--- src/rtl/datapath_core_p_if.sv ---
// -----------------------------------------------------------------------------
// datapath_core_p_if
// Control-side bundle of the datapath: register load/drive strobes, the Y/Z/HI/LO
// load enables, the external bus source, operation select, and the observable
// outputs (bus, conflict, engine status, Z contents).
//   master : control unit side (drives strobes, observes status)
//   slave  : datapath side
// -----------------------------------------------------------------------------
interface datapath_core_p_if #(
    parameter int WIDTH = 32,
    parameter int NREGS = 16
);
    logic [NREGS-1:0] reg_in;
    logic [NREGS-1:0] reg_out;
    logic             ba_out;
    logic             y_in;
    logic             z_in;
    logic             hi_in;
    logic             lo_in;
    logic             zhi_out;
    logic             zlo_out;
    logic             hi_out;
    logic             lo_out;
    logic             ext_out_en;
    logic [WIDTH-1:0] ext_in;
    logic [2:0]       op;
    logic             start;
    logic [WIDTH-1:0] bus;
    logic             bus_conflict;
    logic             busy;
    logic             done;
    logic             div0;
    logic [WIDTH-1:0] zhi_q;
    logic [WIDTH-1:0] zlo_q;

    modport master (
        output reg_in, reg_out, ba_out, y_in, z_in, hi_in, lo_in,
               zhi_out, zlo_out, hi_out, lo_out, ext_out_en, ext_in, op, start,
        input  bus, bus_conflict, busy, done, div0, zhi_q, zlo_q
    );

    modport slave (
        input  reg_in, reg_out, ba_out, y_in, z_in, hi_in, lo_in,
               zhi_out, zlo_out, hi_out, lo_out, ext_out_en, ext_in, op, start,
        output bus, bus_conflict, busy, done, div0, zhi_q, zlo_q
    );
endinterface

--- src/rtl/datapath_core_p.sv ---
// -----------------------------------------------------------------------------
// datapath_core_p
// Single-bus CPU datapath: NREGS x WIDTH register bank, Y, Z (ZHI/ZLO), HI, LO,
// a single-cycle ALU (ADD/SUB/AND/OR) and an iterative signed MUL/DIV engine.
// Ports:
//   clk  : clock, rising edge
//   clr  : synchronous active-high reset
//   dp   : datapath_core_p_if.slave (strobes in; bus, status and Z out)
// -----------------------------------------------------------------------------
module datapath_core_p #(
    parameter int WIDTH = 32,
    parameter int NREGS = 16
) (
    input  logic            clk,
    input  logic            clr,
    datapath_core_p_if.slave dp
);
    localparam logic [2:0] OP_ADD = 3'b000;
    localparam logic [2:0] OP_SUB = 3'b001;
    localparam logic [2:0] OP_AND = 3'b010;
    localparam logic [2:0] OP_OR  = 3'b011;
    localparam logic [2:0] OP_MUL = 3'b100;
    localparam logic [2:0] OP_DIV = 3'b101;
    localparam int NSRC = NREGS + 5;
    localparam int CW   = $clog2(WIDTH);

    typedef enum logic [1:0] {S_IDLE, S_RUN, S_FIX} state_t;

    logic [WIDTH-1:0] regs [NREGS];
    logic [WIDTH-1:0] y_q, hi_q, lo_q, zhi_r, zlo_r;
    state_t           state;
    logic [CW-1:0]    cnt;
    logic             busy_r, done_r, div0_r;

    // Engine operands: magnitudes, signs, raw dividend, and the working pair
    // (product hi/lo for MUL, remainder/quotient for DIV).
    logic             eng_div, a_neg, b_neg;
    logic [WIDTH-1:0] a_raw, mag_a, mag_b, acc_hi, acc_lo;

    logic [NSRC-1:0]  req;
    logic [WIDTH-1:0] bus_w, alu;
    logic             launch, z_load;
    logic [WIDTH:0]   mul_sum, div_shift, div_diff;
    logic [2*WIDTH-1:0] prod;
    logic [WIDTH-1:0] quo, rem;

    // ---------------- bus source selection ----------------
    // Priority order R0..R(N-1), HI, LO, ZHI, ZLO, EXT; lowest index wins.
    assign req = {dp.ext_out_en, dp.zlo_out, dp.zhi_out, dp.lo_out, dp.hi_out, dp.reg_out};

    // NOTE: every combinational output gets a default first so no path leaves it
    // unassigned, which would otherwise infer a latch.
    always_comb begin
        bus_w = '0;
        if (dp.reg_out[0]) begin
            bus_w = dp.ba_out ? '0 : regs[0];
        end else if (|dp.reg_out) begin
            // Descending scan so the lowest active index is written last.
            for (int i = NREGS - 1; i >= 1; i--) begin
                if (dp.reg_out[i]) bus_w = regs[i];
            end
        end else if (dp.hi_out) begin
            bus_w = hi_q;
        end else if (dp.lo_out) begin
            bus_w = lo_q;
        end else if (dp.zhi_out) begin
            bus_w = zhi_r;
        end else if (dp.zlo_out) begin
            bus_w = zlo_r;
        end else if (dp.ext_out_en) begin
            bus_w = dp.ext_in;
        end
    end

    // Clearing the lowest set bit leaves something only if two or more are set.
    assign dp.bus_conflict = |(req & (req - NSRC'(1)));
    assign dp.bus          = bus_w;

    // ---------------- single-cycle ALU ----------------
    always_comb begin
        case (dp.op)
            OP_SUB:  alu = y_q - bus_w;
            OP_AND:  alu = y_q & bus_w;
            OP_OR:   alu = y_q | bus_w;
            default: alu = y_q + bus_w;   // ADD and reserved codes
        endcase
    end

    assign launch = dp.start && !busy_r && (dp.op == OP_MUL || dp.op == OP_DIV);
    assign z_load = dp.z_in && !busy_r && !(dp.op == OP_MUL || dp.op == OP_DIV);

    // ---------------- engine iteration and sign fix-up ----------------
    // MUL: shift-add, multiplier bits consumed from acc_lo LSB first.
    assign mul_sum   = {1'b0, acc_hi} + (acc_lo[0] ? {1'b0, mag_a} : '0);
    // DIV: restoring division, dividend bits enter the remainder MSB first.
    assign div_shift = {acc_hi, acc_lo[WIDTH-1]};
    assign div_diff  = div_shift - {1'b0, mag_b};

    assign prod = (a_neg ^ b_neg) ? -{acc_hi, acc_lo} : {acc_hi, acc_lo};
    assign quo  = (a_neg ^ b_neg) ? -acc_lo : acc_lo;
    assign rem  = a_neg ? -acc_hi : acc_hi;   // remainder follows the dividend

    // ---------------- state ----------------
    // NOTE: all sequential state uses non-blocking assignments so every register
    // samples the pre-edge values regardless of statement order.
    always_ff @(posedge clk) begin
        if (clr) begin
            // NOTE: the register bank is architecturally cleared by clr, so it is
            // built from resettable flops rather than a RAM macro.
            for (int i = 0; i < NREGS; i++) regs[i] <= '0;
            y_q     <= '0;
            hi_q    <= '0;
            lo_q    <= '0;
            zhi_r   <= '0;
            zlo_r   <= '0;
            state   <= S_IDLE;
            cnt     <= '0;
            busy_r  <= 1'b0;
            done_r  <= 1'b0;
            div0_r  <= 1'b0;
            eng_div <= 1'b0;
            a_neg   <= 1'b0;
            b_neg   <= 1'b0;
            a_raw   <= '0;
            mag_a   <= '0;
            mag_b   <= '0;
            acc_hi  <= '0;
            acc_lo  <= '0;
        end else begin
            done_r <= 1'b0;

            for (int i = 0; i < NREGS; i++) begin
                if (dp.reg_in[i]) regs[i] <= bus_w;
            end
            if (dp.y_in)  y_q  <= bus_w;
            if (dp.hi_in) hi_q <= bus_w;
            if (dp.lo_in) lo_q <= bus_w;

            case (state)
                S_IDLE: begin
                    if (launch) begin
                        eng_div <= (dp.op == OP_DIV);
                        a_neg   <= y_q[WIDTH-1];
                        b_neg   <= bus_w[WIDTH-1];
                        a_raw   <= y_q;
                        mag_a   <= y_q[WIDTH-1] ? -y_q : y_q;
                        mag_b   <= bus_w[WIDTH-1] ? -bus_w : bus_w;
                        acc_hi  <= '0;
                        // MUL iterates over the multiplier, DIV over the dividend.
                        acc_lo  <= (dp.op == OP_DIV) ? (y_q[WIDTH-1] ? -y_q : y_q)
                                                     : (bus_w[WIDTH-1] ? -bus_w : bus_w);
                        cnt     <= '0;
                        busy_r  <= 1'b1;
                        div0_r  <= 1'b0;
                        state   <= S_RUN;
                    end else if (z_load) begin
                        zlo_r <= alu;
                        zhi_r <= '0;
                    end
                end
                S_RUN: begin
                    if (eng_div) begin
                        acc_hi <= div_diff[WIDTH] ? div_shift[WIDTH-1:0] : div_diff[WIDTH-1:0];
                        acc_lo <= {acc_lo[WIDTH-2:0], ~div_diff[WIDTH]};
                    end else begin
                        {acc_hi, acc_lo} <= {mul_sum, acc_lo[WIDTH-1:1]};
                    end
                    cnt <= cnt + CW'(1);
                    if (cnt == CW'(WIDTH - 1)) state <= S_FIX;
                end
                S_FIX: begin
                    if (eng_div) begin
                        if (mag_b == '0) begin
                            zlo_r  <= '1;
                            zhi_r  <= a_raw;
                            div0_r <= 1'b1;
                        end else begin
                            zlo_r <= quo;
                            zhi_r <= rem;
                        end
                    end else begin
                        {zhi_r, zlo_r} <= prod;
                    end
                    busy_r <= 1'b0;
                    done_r <= 1'b1;
                    state  <= S_IDLE;
                end
                default: state <= S_IDLE;
            endcase
        end
    end

    assign dp.busy  = busy_r;
    assign dp.done  = done_r;
    assign dp.div0  = div0_r;
    assign dp.zhi_q = zhi_r;
    assign dp.zlo_q = zlo_r;
endmodule

--- src/flat_wrapper.sv ---
// flat-port wrapper written by rule: the top's interface ports become plain ports
module datapath_core_p_flat 
#(
    parameter int WIDTH = 32,
    parameter int NREGS = 16
)
  (clk, clr, dp_reg_in, dp_reg_out, dp_ba_out, dp_y_in, dp_z_in, dp_hi_in, dp_lo_in, dp_zhi_out, dp_zlo_out, dp_hi_out, dp_lo_out, dp_ext_out_en, dp_ext_in, dp_op, dp_start, dp_bus, dp_bus_conflict, dp_busy, dp_done, dp_div0, dp_zhi_q, dp_zlo_q);
  datapath_core_p_if #(.WIDTH(WIDTH), .NREGS(NREGS)) dp_i ();
  input  logic clk;
  input  logic clr;
  input wire logic [$bits(dp_i.reg_in)-1:0] dp_reg_in;
  input wire logic [$bits(dp_i.reg_out)-1:0] dp_reg_out;
  input wire logic [$bits(dp_i.ba_out)-1:0] dp_ba_out;
  input wire logic [$bits(dp_i.y_in)-1:0] dp_y_in;
  input wire logic [$bits(dp_i.z_in)-1:0] dp_z_in;
  input wire logic [$bits(dp_i.hi_in)-1:0] dp_hi_in;
  input wire logic [$bits(dp_i.lo_in)-1:0] dp_lo_in;
  input wire logic [$bits(dp_i.zhi_out)-1:0] dp_zhi_out;
  input wire logic [$bits(dp_i.zlo_out)-1:0] dp_zlo_out;
  input wire logic [$bits(dp_i.hi_out)-1:0] dp_hi_out;
  input wire logic [$bits(dp_i.lo_out)-1:0] dp_lo_out;
  input wire logic [$bits(dp_i.ext_out_en)-1:0] dp_ext_out_en;
  input wire logic [$bits(dp_i.ext_in)-1:0] dp_ext_in;
  input wire logic [$bits(dp_i.op)-1:0] dp_op;
  input wire logic [$bits(dp_i.start)-1:0] dp_start;
  output wire logic [$bits(dp_i.bus)-1:0] dp_bus;
  output wire logic [$bits(dp_i.bus_conflict)-1:0] dp_bus_conflict;
  output wire logic [$bits(dp_i.busy)-1:0] dp_busy;
  output wire logic [$bits(dp_i.done)-1:0] dp_done;
  output wire logic [$bits(dp_i.div0)-1:0] dp_div0;
  output wire logic [$bits(dp_i.zhi_q)-1:0] dp_zhi_q;
  output wire logic [$bits(dp_i.zlo_q)-1:0] dp_zlo_q;
  assign dp_i.reg_in = dp_reg_in;
  assign dp_i.reg_out = dp_reg_out;
  assign dp_i.ba_out = dp_ba_out;
  assign dp_i.y_in = dp_y_in;
  assign dp_i.z_in = dp_z_in;
  assign dp_i.hi_in = dp_hi_in;
  assign dp_i.lo_in = dp_lo_in;
  assign dp_i.zhi_out = dp_zhi_out;
  assign dp_i.zlo_out = dp_zlo_out;
  assign dp_i.hi_out = dp_hi_out;
  assign dp_i.lo_out = dp_lo_out;
  assign dp_i.ext_out_en = dp_ext_out_en;
  assign dp_i.ext_in = dp_ext_in;
  assign dp_i.op = dp_op;
  assign dp_i.start = dp_start;
  assign dp_bus = dp_i.bus;
  assign dp_bus_conflict = dp_i.bus_conflict;
  assign dp_busy = dp_i.busy;
  assign dp_done = dp_i.done;
  assign dp_div0 = dp_i.div0;
  assign dp_zhi_q = dp_i.zhi_q;
  assign dp_zlo_q = dp_i.zlo_q;
  datapath_core_p #(.WIDTH(WIDTH), .NREGS(NREGS)) u_core (.clk(clk), .clr(clr), .dp(dp_i));
endmodule
--- config.mk ---
export PLATFORM = sky130hd
export DESIGN_NAME = datapath_core_p_flat
export DESIGN_NICKNAME = d
export VERILOG_FILES = /design/src/rtl/datapath_core_p_if.sv /design/src/rtl/datapath_core_p.sv /design/src/flat_wrapper.sv
export SDC_FILE = /design/constraint.sdc
export NUM_CORES = 2
export LEC_CHECK = 0
export CORE_MARGIN = 2
export CORE_UTILIZATION = 60
export CTS_BUF_LIST = sky130_fd_sc_hd__clkbuf_2 sky130_fd_sc_hd__clkbuf_4 sky130_fd_sc_hd__clkbuf_8
export DETAILED_ROUTE_END_ITERATION = 8
export PLACE_DENSITY_LB_ADDON = 0.1
export SLEW_MARGIN = 10
export SYNTH_ARGS = -nofsm -noshare
export SYNTH_HDL_FRONTEND = slang
export SYNTH_SLANG_ARGS = --single-unit
--- constraint.sdc ---
create_clock -name clk -period 7.9 [get_ports clk]
set_input_delay 1.58 -clock clk [delete_from_list [all_inputs] [get_ports clk]]
set_output_delay 1.58 -clock clk [all_outputs]
set_load 0.1 [all_outputs]
======== Word level (Yosys, flattened, before mapping) ========
Memory sizes are Yosys's and may differ from the RTL's.
Cells that the tools add are included.
storage, ports and cells
  bits in registers ....................... 333
  RAM bits ................................ 512
  logic and storage cells ................. 210
  memories ................................ 1
cells by class
  add/subtract/negate cells ............... 11
  equal/unequal tests ..................... 14
  multiplexer cells ....................... 126
  bitwise gates (word level) .............. 21
  reductions and logical operators ........ 19
memories
  memory       depth  bits a word  read ports  clocked after Yosys merged registers in  wr ports  line                   text
  u_core.regs  16     32           16          0                                        16        datapath_core_p.sv:29  logic [WIDTH-1:0] regs [NREGS];
operators by type and width
  cell                     count
  $mux W32                 58
  $pmux W32 S2             4
  $neg A32 Y32             4
  $pmux W32 S3             1
  $mux W64                 1
  $neg A64 Y64             1
  $mux W1                  55
  $add A32 B33 Y33         1
  $sub A33 B32 Y33         1
  $add A32 B32 Y32         1
  $and A32 B32 Y32         1
  $logic_not A32 Y1        1
  $or A32 B32 Y32          1
  $sub A32 B32 Y32         1
  $and A21 B21 Y21         1
  $reduce_or A21 Y1        1
  $sub A21 B1 Y21 const B  1
  $or A1 B1 Y1             16
  $reduce_or A16 Y1        1
  $ne A2 B1 Y1 const B     5
  $pmux W5 S2              1
  $reduce_and A2 Y1        4
  $eq A3 B2 Y1 const B     2
  $eq A3 B3 Y1 const B     2
  other kinds (19)         26

======== Depth between registers and ports, before layout ========
An unclocked memory read counts as a cell.
  depth after elaboration ................. 23
  gate-level depth with buffers ........... 30
  gate-level depth less buffers ........... 24

======== Least setup slack after synthesis ========
OpenSTA, ideal clock, no wires.
  path kind ............................... input -> register
  start point ............................. input port dp_reg_out[6]
  end point ............................... register u_core.zlo_r[30], in the netlist u_core.dp.zlo_q[30]
  arrival time ............................ 7.162 ns
  slack ................................... 0.618 ns
  stages on the path ...................... 28
  path through ............................ buf_2 nor2_1 clkbuf_1 buf_2 o211ai_1 o2111a_1 nor3_1 clkbuf_1 ha_1 nand3b_1 nor4_2 nor3b_2 buf_2 and3_1 nor2_1 xnor2_1 ha_1 and3_1 a221o_1 a21o_1 a31oi_1 o211ai_1 a31oi_1 nor2b_1 o21ai_0 mux2i_1 a21oi_1 o31a_1
on the way
  cells in the longest elaborated chain, start to end .. 13
RTL lines
  element                                         line                    text
  start: declaration                              flat_wrapper.sv:12      input wire logic [$bits(dp_i.reg_out)-1:0] dp_reg_out;
  $mux W32 (6 in a row)                           datapath_core_p.sv:60   if (dp.reg_out[i]) bus_w = regs[i];
  $mux W32 (*)                                    datapath_core_p.sv:57   end else if (|dp.reg_out) begin
  $mux W32 (*)                                    datapath_core_p.sv:55   if (dp.reg_out[0]) begin
  $add A32 B32 Y32, or another cell as far along  datapath_core_p.sv:85   default: alu = y_q + bus_w;
  $pmux W32 S3 (*)                                datapath_core_p.sv:81   case (dp.op)
  $mux W32 (*)                                    datapath_core_p.sv:156  end else if (z_load) begin
  $mux W32 (*)                                    datapath_core_p.sv:141  if (launch) begin
  $pmux W32 S2 (*)                                datapath_core_p.sv:139  case (state)
  end signal: assignment                          datapath_core_p.sv:157  zlo_r <= alu;
  end signal: assignment                          datapath_core_p.sv:178  zlo_r <= quo;
  end signal: assignment                          datapath_core_p.sv:182  {zhi_r, zlo_r} <= prod;
  end: declaration                                datapath_core_p.sv:30   logic [WIDTH-1:0] y_q, hi_q, lo_q, zhi_r, zlo_r;
Every way passes the cells marked *; elsewhere a longest branch is shown, timed or not. The select of a mux whose other input is x is not followed.
A chain may end at the register's enable or synchronous reset.

======== Worst setup path after layout ========
  start point ............................. input port dp_reg_out[6]
  end point ............................... register u_core.zlo_r[31], in the netlist u_core.dp.zlo_q[31]
The elaborated chain is that of the path after synthesis.

==> flow_metrics.env <==
export IMPL_synthArstFlopShare_pct=0
export IMPL_clock_sinks=843
export IMPL_pre_cts_ws_ns=-0.00707
export IMPL_power_density_nw_per_um2=220
export IMPL_outcome="complete, no violations"
export IMPL_timing_hold_ws_ns=0.450
export IMPL_drtAntennaViolNets=0
export IMPL_postCtsHoldBufs=0
export IMPL_die_x_um=283
export IMPL_dieHeight_um=283
export IMPL_cp_slowest_stage_delay_ns=0.67
export IMPL_clockBufferDepth=3
export IMPL_finClkSkew_ns=0.0602
export IMPL_core_area_um2=77300
export IMPL_drtPass1Iterations=6
export IMPL_grt_pass1_wl_mm=248
export IMPL_tightestPinTransition_ns=1.36
export IMPL_drv_slew=0
export IMPL_post_cts_buffers=0
export IMPL_synth_commonest_cells="edfxtp_1, nor2_1, a21oi_1"
export IMPL_p_leak_uw=0.0204
export IMPL_grt_pass1_vias=38200
export IMPL_relSlewSlack_pct=8.62
export IMPL_critical_path_startpoint_type="input port"
export IMPL_finalHoldViolCount=0
export IMPL_start_util_pct=60.5
export IMPL_synth_edf_count=512
export IMPL_dp_hpwl_mm=121
export IMPL_yosys_top_cells_area="edfxtp_1, dfxtp_1, and2_1, a21oi_1, nor2_1"
export IMPL_synth_distinct_cells=94
export IMPL_die_area_um2=80300
export IMPL_post_route_util_pct=68.5
export IMPL_endpoint_kind="register"
export IMPL_clk_pin_slew_ns=0.06
export IMPL_yosysMostFrequentCell="edfxtp_1"
export IMPL_maxCapViolCount=0
export IMPL_crit_slowest_cell="clkdlybuf4s50_1"
export IMPL_wirelength_mm=167
export IMPL_grt_overflow=0
export IMPL_gp_congestion=1.02
export IMPL_syn_to_final_growth_pct=13.2
export IMPL_grt_max_degree=87
export IMPL_clockRootBuffer="clkbuf_8"
export IMPL_cts_htree_levels=4
export IMPL_setup_violations=0
export IMPL_fin_ws_ns=0.680
export IMPL_arrival_ns=7.96
export IMPL_critPathRequiredTime_ns=8.64
export IMPL_wl_per_cell_um=27.1
export IMPL_cts_made_buffers=143
export IMPL_critPathKind="in -> reg"
export IMPL_vias=40800
export IMPL_fin_crit_ns=7.22
export IMPL_synth_seq_cells=843
export IMPL_syn_nets=5095
export IMPL_cts_tree="yes"
export IMPL_synth_top_area_share_pct=32.8
export IMPL_synthFlopType="edfxtp_1"
export IMPL_port_buffers=179
export IMPL_yosys_warnings=0
export IMPL_hold_path_class="reg -> reg"
export IMPL_post_route_drc_count=0
export IMPL_synth_area_leader_cell="edfxtp_1"
export IMPL_ir_drop_v=0.000201
export IMPL_clk_latency_ns=0.85
export IMPL_antenna_found_initial=5
export IMPL_cts_resized=0
export IMPL_groute_usage_overall_pct=40.9
export IMPL_vias_per_cell=6.62
export IMPL_rows=102
export IMPL_timing_fmax_mhz=139
export IMPL_yosysSeqAreaShare_pct=47.0
export IMPL_synth_area_per_cell_um2=9.54
export IMPL_drive_above_1_share_pct=11.6
export IMPL_drtIter0Drc=4930
export IMPL_crit_fanout=11
export IMPL_synth_cell_area_um2=46800
export IMPL_synthCells=4908
export IMPL_period_share_pct=91.4
export IMPL_rsz0062_at_grt="no"
export IMPL_ios=180
export IMPL_nNetsFinal=5203
## logic make-up after synthesis
| group | share of synthesized area, % |
|---|---|
| buffers and inverters | 4.97 |
| xor gates and xnor gates | 4.60 |
| and+or+nand+nor | 17.0 |
| adders and majority gates | 3.49 |
| muxes | 1.19 |
| DFF | 47.0 |
| AOI/OAI and AO/OA | 21.8 |
## routing by layer
| metal | vias up | routed length (um) | GRT usage [%] |
|---|---|---|---|
| li1 | 18200 | - | - |
| met1 | 19700 | 63700 | 52.4 |
| met2 | 2349 | 76000 | 64.4 |
| met3 | 557 | 15600 | 7.77 |
| met4 | 6 | 11700 | 25.3 |
| met5 | - | 44 | 0 |
## final cells by class
type / instances / area, um2
fillers: 6356 / 24400
well taps: 1040 / 1300
diodes: 1 / 2.50
clock buffers: 216 / 2580
inverters: 139 / 522
multi-input cells: 3498 / 22600
clock inverters: 40 / 295
repair buffers: 391 / 3680
flip-flops and latches: 843 / 22000
## cell usage in the layout (no fill, tap or decap), drive strengths merged, types with 100 or more instances in the layout
| cell type | instances |
|---|---|
| buf | 258 |
| nor2 | 445 |
| and2 | 369 |
| inv | 149 |
| dfxtp | 331 |
| o21ai | 245 |
| clkbuf | 217 |
| edfxtp | 512 |
| xnor2 | 146 |
| nand2 | 364 |
| a211oi | 172 |
| a21oi | 381 |
| a221oi | 115 |
| ha | 104 |
| clkdlybuf4s50 | 132 |
| xor2 | 100 |
## power breakdown
group | leakage [uW] | internal, uW | switching, uW
Clock | 0.00154 | 2120 | 1920
Combinational | 0.0104 | 816 | 1640
Sequential | 0.00836 | 4970 | 182
## stage by stage
stage	cell area [um2]	instances	TNS, ns	total power, uW
after CTS	53000	6167	0	11600
after detailed placement	50100	5911	-0.00707	7620
final	53000	6168	0	11700
after floorplan	46800	4908	0	6760
after global placement	50100	5911	0	7600
after global routing	53000	6168	0	12000
## final timing paths
path	depth (start not counted)	start	slack, ns	endpoint
hold reg to reg	2	u_core.a_raw[6]	0.45	u_core.a_raw[6]
hold / removal	2	u_core.a_raw[6]	0.45	u_core.a_raw[6]
setup reg to reg	25	u_core.dp.zlo_q[1]	1.79	u_core.dp.zlo_q[31]
setup / recovery	25	dp_reg_out[6]	0.68	u_core.dp.zlo_q[31]
## state kept, by name (all words and copies together), names as in the netlist, 2 cells and up
register         flops
u_core.a_raw        31
u_core.acc_hi       32
u_core.acc_lo       32
u_core.cnt           5
u_core.dp.zhi_q     32
u_core.dp.zlo_q     32
u_core.hi_q         32
u_core.lo_q         32
u_core.mag_a        32
u_core.mag_b        32
u_core.regs        512
u_core.state         2
u_core.y_q          32
## critical path, delay by kind of cell
family | cells | cell delay, ns
compound gates | 12 | 3.02
xor+xnor | 2 | 0.29
fa+ha+maj | 1 | 0.34
buf+inv | 4 | 1.30
simple gates | 6 | 1.40
(Power assumes the default switching activity.)
